**config.mk**
```make
export PLATFORM = sky130hd
export DESIGN_NAME = muldiv_unit
export DESIGN_NICKNAME = d
export VERILOG_FILES = /design/src/rtl/muldiv_unit_pkg.sv /design/src/rtl/muldiv_unit_div_step.sv /design/src/rtl/muldiv_unit.sv
export SDC_FILE = /design/constraint.sdc
export NUM_CORES = 1
export LEC_CHECK = 0
export CORE_MARGIN = 2
export CORE_UTILIZATION = 39
export CTS_BUF_LIST = sky130_fd_sc_hd__clkbuf_4
export DETAILED_ROUTE_END_ITERATION = 10
export SLEW_MARGIN = 20
export SYNTH_ARGS = -nofsm -noshare
export SYNTH_HDL_FRONTEND = slang
export SYNTH_SLANG_ARGS = --single-unit
```
**constraint.sdc**
```tcl
create_clock -name clk -period 13.9 [get_ports clk]
set_input_delay 4.17 -clock clk [delete_from_list [all_inputs] [get_ports clk]]
set_output_delay 4.17 -clock clk [all_outputs]
set_load 0.01 [all_outputs]
```
**src/rtl/muldiv_unit_pkg.sv**
```systemverilog
// Shared CPU definitions for the multiply/divide unit: function codes and the
// sequencer state encoding mirrored by the control unit's debug view.
package muldiv_unit_pkg;

  localparam int unsigned MULDIV_WIDTH = 32;

  localparam logic [5:0] FUNCT_MULT = 6'h18;
  localparam logic [5:0] FUNCT_DIV  = 6'h1a;

  typedef enum logic [2:0] {
    StIdle   = 3'd0,
    StMult   = 3'd1,
    StDiv    = 3'd2,
    StDivFix = 3'd3,
    StDone   = 3'd4,
    StDzero  = 3'd5
  } muldiv_state_t;

endpackage

```
**src/rtl/muldiv_unit_div_step.sv**
```systemverilog
// One restoring-division iteration: shift the next dividend bit into the
// partial remainder, subtract the divisor if it fits, emit one quotient bit.
module muldiv_unit_div_step #(
  parameter int unsigned WIDTH = 32
) (
  input  logic [WIDTH-1:0] rem,
  input  logic [WIDTH-1:0] quo,
  input  logic [WIDTH-1:0] divisor,
  output logic [WIDTH-1:0] rem_next,
  output logic [WIDTH-1:0] quo_next
);

  logic [WIDTH:0]   rem_shift;
  logic [WIDTH-1:0] diff;
  logic             fits;

  always_comb begin
    rem_shift = {rem, quo[WIDTH-1]};
    fits      = rem_shift >= {1'b0, divisor};
    // When it fits the difference is below the divisor, so WIDTH bits suffice.
    diff      = rem_shift[WIDTH-1:0] - divisor;
    rem_next  = fits ? diff : rem_shift[WIDTH-1:0];
    quo_next  = {quo[WIDTH-2:0], fits};
  end

endmodule

```
**src/rtl/muldiv_unit.sv**
```systemverilog
// Multi-cycle signed multiply (radix-2 Booth) and divide (restoring) unit that
// answers the CPU control unit with done / divZero pulses.
module muldiv_unit
  import muldiv_unit_pkg::*;
#(
  parameter int unsigned WIDTH = MULDIV_WIDTH
) (
  input  logic             clk,
  input  logic             reset,
  input  logic             initMult,
  input  logic             initDiv,
  input  logic [WIDTH-1:0] a_in,
  input  logic [WIDTH-1:0] b_in,
  output logic [WIDTH-1:0] hi_out,
  output logic [WIDTH-1:0] lo_out,
  output logic             busy,
  output logic             done,
  output logic             divZero
);

  localparam logic [2:0] StateIdle   = StIdle;
  localparam logic [2:0] StateMult   = StMult;
  localparam logic [2:0] StateDiv    = StDiv;
  localparam logic [2:0] StateDivFix = StDivFix;
  localparam logic [2:0] StateDone   = StDone;
  localparam logic [2:0] StateDzero  = StDzero;

  localparam int unsigned CntW = $clog2(WIDTH);
  localparam logic [CntW-1:0] LastCnt = CntW'(WIDTH - 1);

  logic [2:0]       state_q, state_d;
  logic [CntW-1:0]  cnt_q, cnt_d;
  logic [WIDTH:0]   acc_q, acc_d;
  logic [WIDTH-1:0] mq_q, mq_d;
  logic             qm1_q, qm1_d;
  logic [WIDTH-1:0] mcand_q, mcand_d;
  logic [WIDTH-1:0] rem_q, rem_d;
  logic [WIDTH-1:0] quo_q, quo_d;
  logic [WIDTH-1:0] dvsr_q, dvsr_d;
  logic             neg_quo_q, neg_quo_d;
  logic             neg_rem_q, neg_rem_d;
  logic [WIDTH-1:0] hi_q, hi_d;
  logic [WIDTH-1:0] lo_q, lo_d;

  logic [WIDTH:0]   booth_m;
  logic [WIDTH:0]   booth_sum;
  logic [WIDTH:0]   acc_shift;
  logic [WIDTH-1:0] mq_shift;
  logic [WIDTH-1:0] a_mag, b_mag;
  logic [WIDTH-1:0] rem_nxt, quo_nxt;
  logic [WIDTH-1:0] quo_fix, rem_fix;

  // Booth step over {acc, mq, q-1}; the extra accumulator bit keeps -2^(W-1)
  // squared exact.
  always_comb begin
    booth_m = {mcand_q[WIDTH-1], mcand_q};
    case ({mq_q[0], qm1_q})
      2'b01:   booth_sum = acc_q + booth_m;
      2'b10:   booth_sum = acc_q - booth_m;
      default: booth_sum = acc_q;
    endcase
    acc_shift = {booth_sum[WIDTH], booth_sum[WIDTH:1]};
    mq_shift  = {booth_sum[0], mq_q[WIDTH-1:1]};
  end

  assign a_mag   = a_in[WIDTH-1] ? -a_in : a_in;
  assign b_mag   = b_in[WIDTH-1] ? -b_in : b_in;
  assign quo_fix = neg_quo_q ? -quo_q : quo_q;
  assign rem_fix = neg_rem_q ? -rem_q : rem_q;

  muldiv_unit_div_step #(
    .WIDTH (WIDTH)
  ) u_div_step (
    .rem      (rem_q),
    .quo      (quo_q),
    .divisor  (dvsr_q),
    .rem_next (rem_nxt),
    .quo_next (quo_nxt)
  );

  always_comb begin
    state_d   = state_q;
    cnt_d     = cnt_q;
    acc_d     = acc_q;
    mq_d      = mq_q;
    qm1_d     = qm1_q;
    mcand_d   = mcand_q;
    rem_d     = rem_q;
    quo_d     = quo_q;
    dvsr_d    = dvsr_q;
    neg_quo_d = neg_quo_q;
    neg_rem_d = neg_rem_q;
    hi_d      = hi_q;
    lo_d      = lo_q;

    case (state_q)
      StateIdle: begin
        if (initMult) begin
          state_d = StateMult;
          cnt_d   = '0;
          acc_d   = '0;
          mq_d    = b_in;
          qm1_d   = 1'b0;
          mcand_d = a_in;
        end else if (initDiv) begin
          if (b_in != '0) begin
            state_d   = StateDiv;
            cnt_d     = '0;
            rem_d     = '0;
            quo_d     = a_mag;
            dvsr_d    = b_mag;
            neg_quo_d = a_in[WIDTH-1] ^ b_in[WIDTH-1];
            neg_rem_d = a_in[WIDTH-1];
          end else begin
            state_d = StateDzero;
          end
        end
      end

      StateMult: begin
        acc_d = acc_shift;
        mq_d  = mq_shift;
        qm1_d = mq_q[0];
        cnt_d = cnt_q + 1'b1;
        if (cnt_q == LastCnt) begin
          hi_d    = acc_shift[WIDTH-1:0];
          lo_d    = mq_shift;
          state_d = StateDone;
        end
      end

      StateDiv: begin
        rem_d = rem_nxt;
        quo_d = quo_nxt;
        cnt_d = cnt_q + 1'b1;
        if (cnt_q == LastCnt) begin
          state_d = StateDivFix;
        end
      end

      StateDivFix: begin
        hi_d    = rem_fix;
        lo_d    = quo_fix;
        state_d = StateDone;
      end

      StateDone,
      StateDzero: state_d = StateIdle;

      default: state_d = StateIdle;
    endcase
  end

  always_ff @(posedge clk or posedge reset) begin
    if (reset) begin
      state_q   <= StateIdle;
      cnt_q     <= '0;
      acc_q     <= '0;
      mq_q      <= '0;
      qm1_q     <= 1'b0;
      mcand_q   <= '0;
      rem_q     <= '0;
      quo_q     <= '0;
      dvsr_q    <= '0;
      neg_quo_q <= 1'b0;
      neg_rem_q <= 1'b0;
      hi_q      <= '0;
      lo_q      <= '0;
    end else begin
      state_q   <= state_d;
      cnt_q     <= cnt_d;
      acc_q     <= acc_d;
      mq_q      <= mq_d;
      qm1_q     <= qm1_d;
      mcand_q   <= mcand_d;
      rem_q     <= rem_d;
      quo_q     <= quo_d;
      dvsr_q    <= dvsr_d;
      neg_quo_q <= neg_quo_d;
      neg_rem_q <= neg_rem_d;
      hi_q      <= hi_d;
      lo_q      <= lo_d;
    end
  end

  assign hi_out  = hi_q;
  assign lo_out  = lo_q;
  assign busy    = (state_q == StateMult) || (state_q == StateDiv) || (state_q == StateDivFix);
  assign done    = (state_q == StateDone);
  assign divZero = (state_q == StateDzero);

endmodule
```
* Yosys cells after proc, flatten, opt, wreduce, memory -nomap -nowiden *
Cells that the tools add are included.

word-level totals
  register bits = 268
  bits in latches = 0
  RAM bits = 0
  ROM bits = 0
  output and inout bits = 67
  memories = 0

cells by class
  $add $sub $neg = 8
  $mul = 0
  div/mod/pow operators = 0
  $lt $le $gt $ge = 1
  eq/ne operators = 16
  shifts and indexed selects = 0
  muxes and demuxes = 34
  bitwise operators = 2
  reduce and logical (&&, ||, !) cells = 16

operator list
  operator             number
  $mux 32              14
  $pmux 32 s2          5
  $pmux 33 s2          2
  $neg 32->32          4
  $add 33x33->33       1
  $ge 33x32->1         1
  $mux 33              1
  $sub 33x33->33       1
  $reduce_bool 32->1   1
  $sub 32x32->32       1
  $mux 3               5
  $mux 5               3
  $ne 2x2->1 const B   6
  $pmux 3 s4           1
  $pmux 5 s2           1
  $reduce_and 4->1     2
  $reduce_bool 2->1    4
  $eq 3x2->1 const B   2
  $eq 3x3->1 const B   2
  $ne 3x3->1 const B   2
  $reduce_and 2->1     3
  $reduce_and 3->1     2
  $add 5x1->5 const B  1
  $eq 5x5->1 const B   1
  other kinds (10)     11

* Longest topological paths before layout *
  depth in word-level cells = 6
  gate-level depth with buffers = 18
  mapped depth without buffers = 18

* By module *
A second synthesis with hierarchy kept.

unflattened totals
  cells, all modules = 2332
  area, all modules = 18820.6 sq um

modules (own cells, without submodules)
  module                instances  cells each  area an instance (sq um)
  muldiv_unit           1          1949        16358.2
  muldiv_unit_div_step  1          383         2462.4

* Worst setup path after synthesis *
No wires, ideal clock.

  path type = in2reg
  start = input b_in[12]
  end = register cnt_q[3]
  arrival time = 7.038 ns
  slack = 6.741 ns
  stages = 9
  path buffers = 0
  cell sequence = or4_4 or4_1 or4_4 or4_4 nor4_4 nor2b_1 o41ai_4 o21ai_1 a22o_1

between the ends
  longest elaborated chain between the ends = 3

RTL lines
  what                               line                text
  start, declared                    muldiv_unit.sv:13   input logic [WIDTH-1:0] b_in,
  $reduce_bool 32->1                 muldiv_unit.sv:106  if (b_in != '0) begin
  $ne 3x3->1 (no source line)        -
  $reduce_and 3->1 (no source line)  -
  end signal, assigned               muldiv_unit.sv:171  cnt_q <= cnt_d;
  end, declared                      muldiv_unit.sv:32   logic [CntW-1:0] cnt_q, cnt_d;

Every way passes these cells.
A chain may end at the register's enable or synchronous reset.

* Worst setup path in the final report *
  start = input b_in[12]
  end = register quo_q[2]

between the ends
  longest elaborated chain between the ends = 3

RTL lines
  what                               line                text
  $reduce_bool 32->1                 muldiv_unit.sv:106
  $ne 2x2->1 (no source line)        -
  $reduce_and 4->1 (no source line)  -
  end signal, assigned               muldiv_unit.sv:177  quo_q <= quo_d;
  end, declared                      muldiv_unit.sv:38   logic [WIDTH-1:0] quo_q, quo_d;

Every way passes these cells.

==> flow_metrics.env <==
export IMPL_seq_area_sq_mm=0.00668
export IMPL_drcViolationCount=0
export IMPL_clk_pin_slew_ns=0.06
export IMPL_grt_pass1_vias=15700
export IMPL_fin_tns_setup_ns=0
export IMPL_r2r_start="mcand_q[2]$_DFFE_PP0P_"
export IMPL_clock_sinks=267
export IMPL_crit_path_start_kind="input port"
export IMPL_max_clock_path_buffers=3
export IMPL_num_rows=78
export IMPL_fp_dieH_um=218
export IMPL_hold_viol_final=0
export IMPL_clock_fmax_ghz=0.131
export IMPL_cp_max_fo=42
export IMPL_timing_final_crit_period_ns=7.62
export IMPL_hold_path_end="hi_out[23]$_DFFE_PP0P_"
export IMPL_final_area_sq_mm=0.0207
export IMPL_wirelength_um=57200
export IMPL_placedInstanceArea_sq_mm=0.0198
export IMPL_cts_tree="done"
export IMPL_antenna_found_initial=2
export IMPL_syn_area_per_cell_sq_um=8.20
export IMPL_ys_flop_type="dfrtp_1"
export IMPL_finalMaxSlewViolations=0
export IMPL_portBuffers=134
export IMPL_grt_start_max_net_pins=130
export IMPL_synth_async_reset_ratio_pct=100
export IMPL_hp_start="hi_out[23]$_DFFE_PP0P_"
export IMPL_drive_gt1_share_pct=7.96
export IMPL_num_vias=16700
export IMPL_maxCapViolCount=0
export IMPL_viasPerCell=5.62
export IMPL_finalNonFillerCells=2966
export IMPL_synth_nets=2329
export IMPL_ys_ff_latch=267
export IMPL_fin_crit_sh_pct=54.8
export IMPL_worst_r2r_endpoint="hi_out[31]$_DFFE_PP0P_"
export IMPL_htreeDepth=3
export IMPL_synth_edff_count=0
export IMPL_cts_root_buf="clkbuf_4"
export IMPL_grt_usage_pct=24.0
export IMPL_netlist_area_leader_share_pct=37.3
export IMPL_postCtsHoldBufs=0
export IMPL_yosys_top_cells_count="nand2_1, dfrtp_1, o21ai_0"
export IMPL_r2r_cells=18
export IMPL_rsz0062_at_grt="false"
export IMPL_hpwl_um=42200
export IMPL_tightest_slew_ns=1.04
export IMPL_grt_pass1_wl_um=89800
export IMPL_relSlewSlack_pct=30.6
export IMPL_hold_path_cell_count=2
export IMPL_endpoint_kind="flip-flop"
export IMPL_post_cts_setup_buffers=0
export IMPL_start_util_pct=39.5
export IMPL_layout_nets=2447
export IMPL_area_delta_synth_final_pct=15.7
export IMPL_fillers=4469
export IMPL_boundaryPins=135
export IMPL_cp_required_ns=14.52
export IMPL_ir_drop_mv=0.151
export IMPL_dieArea_sq_mm=0.0477
export IMPL_multi_input_area_sq_mm=0.0105
export IMPL_wl_per_cell_um=19.3
export IMPL_die_w_um=218
export IMPL_syn_area_sq_mm=0.0179
export IMPL_syn_inst=2187
export IMPL_clock_latency_ns=0.82
export IMPL_hold_class="flip-flop to flip-flop"
export IMPL_gp_congestion=0.900
export IMPL_clock_skew_ns=0.0732
export IMPL_finalSetupViolations=0
export IMPL_yosys_warnings=0
export IMPL_coreArea_sq_mm=0.0454
export IMPL_p_leak_nw=8.98
export IMPL_synth_top_cell_by_area="dfrtp_1"
export IMPL_ant_nets=0
export IMPL_numPlacedInstances=2828
export IMPL_post_cts_resize_count=0
export IMPL_powerDensity_mw_per_mm2=288
export IMPL_drt_iter0_drc=1349
export IMPL_overflow=0
export IMPL_ys_seq_area_share_pct=37.3
export IMPL_yosys_cell_count_top_type="nand2_1"
export IMPL_yosys_top_cells_area="dfrtp_1, nand2_1, o21ai_0, xnor2_1, ha_1"
export IMPL_yosysUniqueCellTypes=79
export IMPL_arrival_ns=8.24
export IMPL_status="completed"
export IMPL_worstSetupPathType="input port to flip-flop"
export IMPL_cts_buffers=75
export IMPL_dr_pass1_iters=8
export IMPL_r2r_setup_slack_ns=8.36
power breakdown:
part	switching, mW	leakage (nW)	internal (mW)
clock network	0.356	0.579	0.389
registers	0.381	3.29	1.13
logic	2.22	5.11	1.49
total	2.96	8.98	3.01
cells by family after synthesis:
logic type	synth area share, %
buffers and inverters	4.31
AO/OA/AOI/OAI	22.5
flip-flops	37.3
multiplexers	2.04
AND/OR/NAND/NOR	19.2
XOR/XNOR	9.48
adder cells (fa/ha/maj)	5.25
how the worst max path moves through the flow:
stage	start	end	slack, ns	cells after the start
global placement	b_in[12]	quo_q[2]$_DFFE_PP0P_	5.61	12
global route	b_in[12]	quo_q[2]$_DFFE_PP0P_	6.16	12
floorplan	reset	acc_q[0]$_DFFE_PP0P_	2.38	1
CTS	b_in[12]	quo_q[2]$_DFFE_PP0P_	6.37	12
finish	b_in[12]	quo_q[2]$_DFFE_PP0P_	6.28	12
detailed placement	b_in[12]	quo_q[2]$_DFFE_PP0P_	5.52	12
sequential cells by signal, summed over array words and instances, names as in the netlist:
signal     cells
neg_rem_q      1
quo_q         32
mq_q          32
lo_out        32
rem_q         32
hi_out        32
neg_quo_q      1
mcand_q       32
qm1_q          1
acc_q         32
state_q        3
cnt_q          5
dvsr_q        32
layout make-up:
type / instances / share of cell area (%)
multi-input combinational: 1723 / 50.7
tap: 600 / 3.62
timing repair buffer: 155 / 7.20
inverter: 83 / 1.54
clock buffer: 112 / 4.05
clock inverter: 23 / 0.621
antenna: 3 / 0.0362
sequential: 267 / 32.2
placed cells by master (no fill, tap or decap), types with 15 or more instances in the layout:
cell type,netlist,routed
a31oi_1,51,51
nand2_1,392,391
o21ai_1,16,15
buf_4,1,21
o31ai_1,40,40
ha_1,72,71
nor2_1,172,171
nand2b_1,16,15
xnor2_1,121,121
mux2i_1,31,31
a22o_1,30,30
nor4_1,16,16
inv_1,82,81
or4_1,16,16
a21oi_1,136,136
a21o_1,25,25
o22ai_1,24,24
or2_2,15,15
nor3_1,28,28
clkdlybuf4s50_1,0,133
o21ai_0,215,215
or3_1,22,22
o41ai_1,18,17
nand3_1,26,26
xor2_1,73,73
clkbuf_4,0,112
dfrtp_1,267,267
through the flow:
step	hold slack, ns	worst slack [ns]	power, mW	util, %
after detailed placement	0.467	5.52	5.20	43.6
after CTS	0.480	6.37	5.98	45.7
after global routing	0.502	6.16	6.47	45.7
final	0.478	6.28	5.97	45.7
after floorplan	0.450	2.38	4.04	-
after global placement	0.462	5.61	5.12	43.6
per-layer routing:
layer  global-route usage, %  vias up  routed length [um]
met5                       0        -                   0
met4                    7.21        0                1470
met3                    4.36       85                3420
met2                    37.2      523               25600
met1                    33.9     8031               26700
li1                        -     8020                   -
worst max-delay path, stage by stage:
cell	delay, ns
clkdlybuf4s50_1	0.51
or4_4	0.59
or4_1	0.46
or4_4	0.46
or4_4	0.47
nor4_4	0.33
nor3_1	0.11
o21ai_2	0.12
buf_4	0.43
inv_2	0.32
nor2_1	0.19
a221oi_2	0.05
Note: power is estimated with default switching activity, not from simulation.
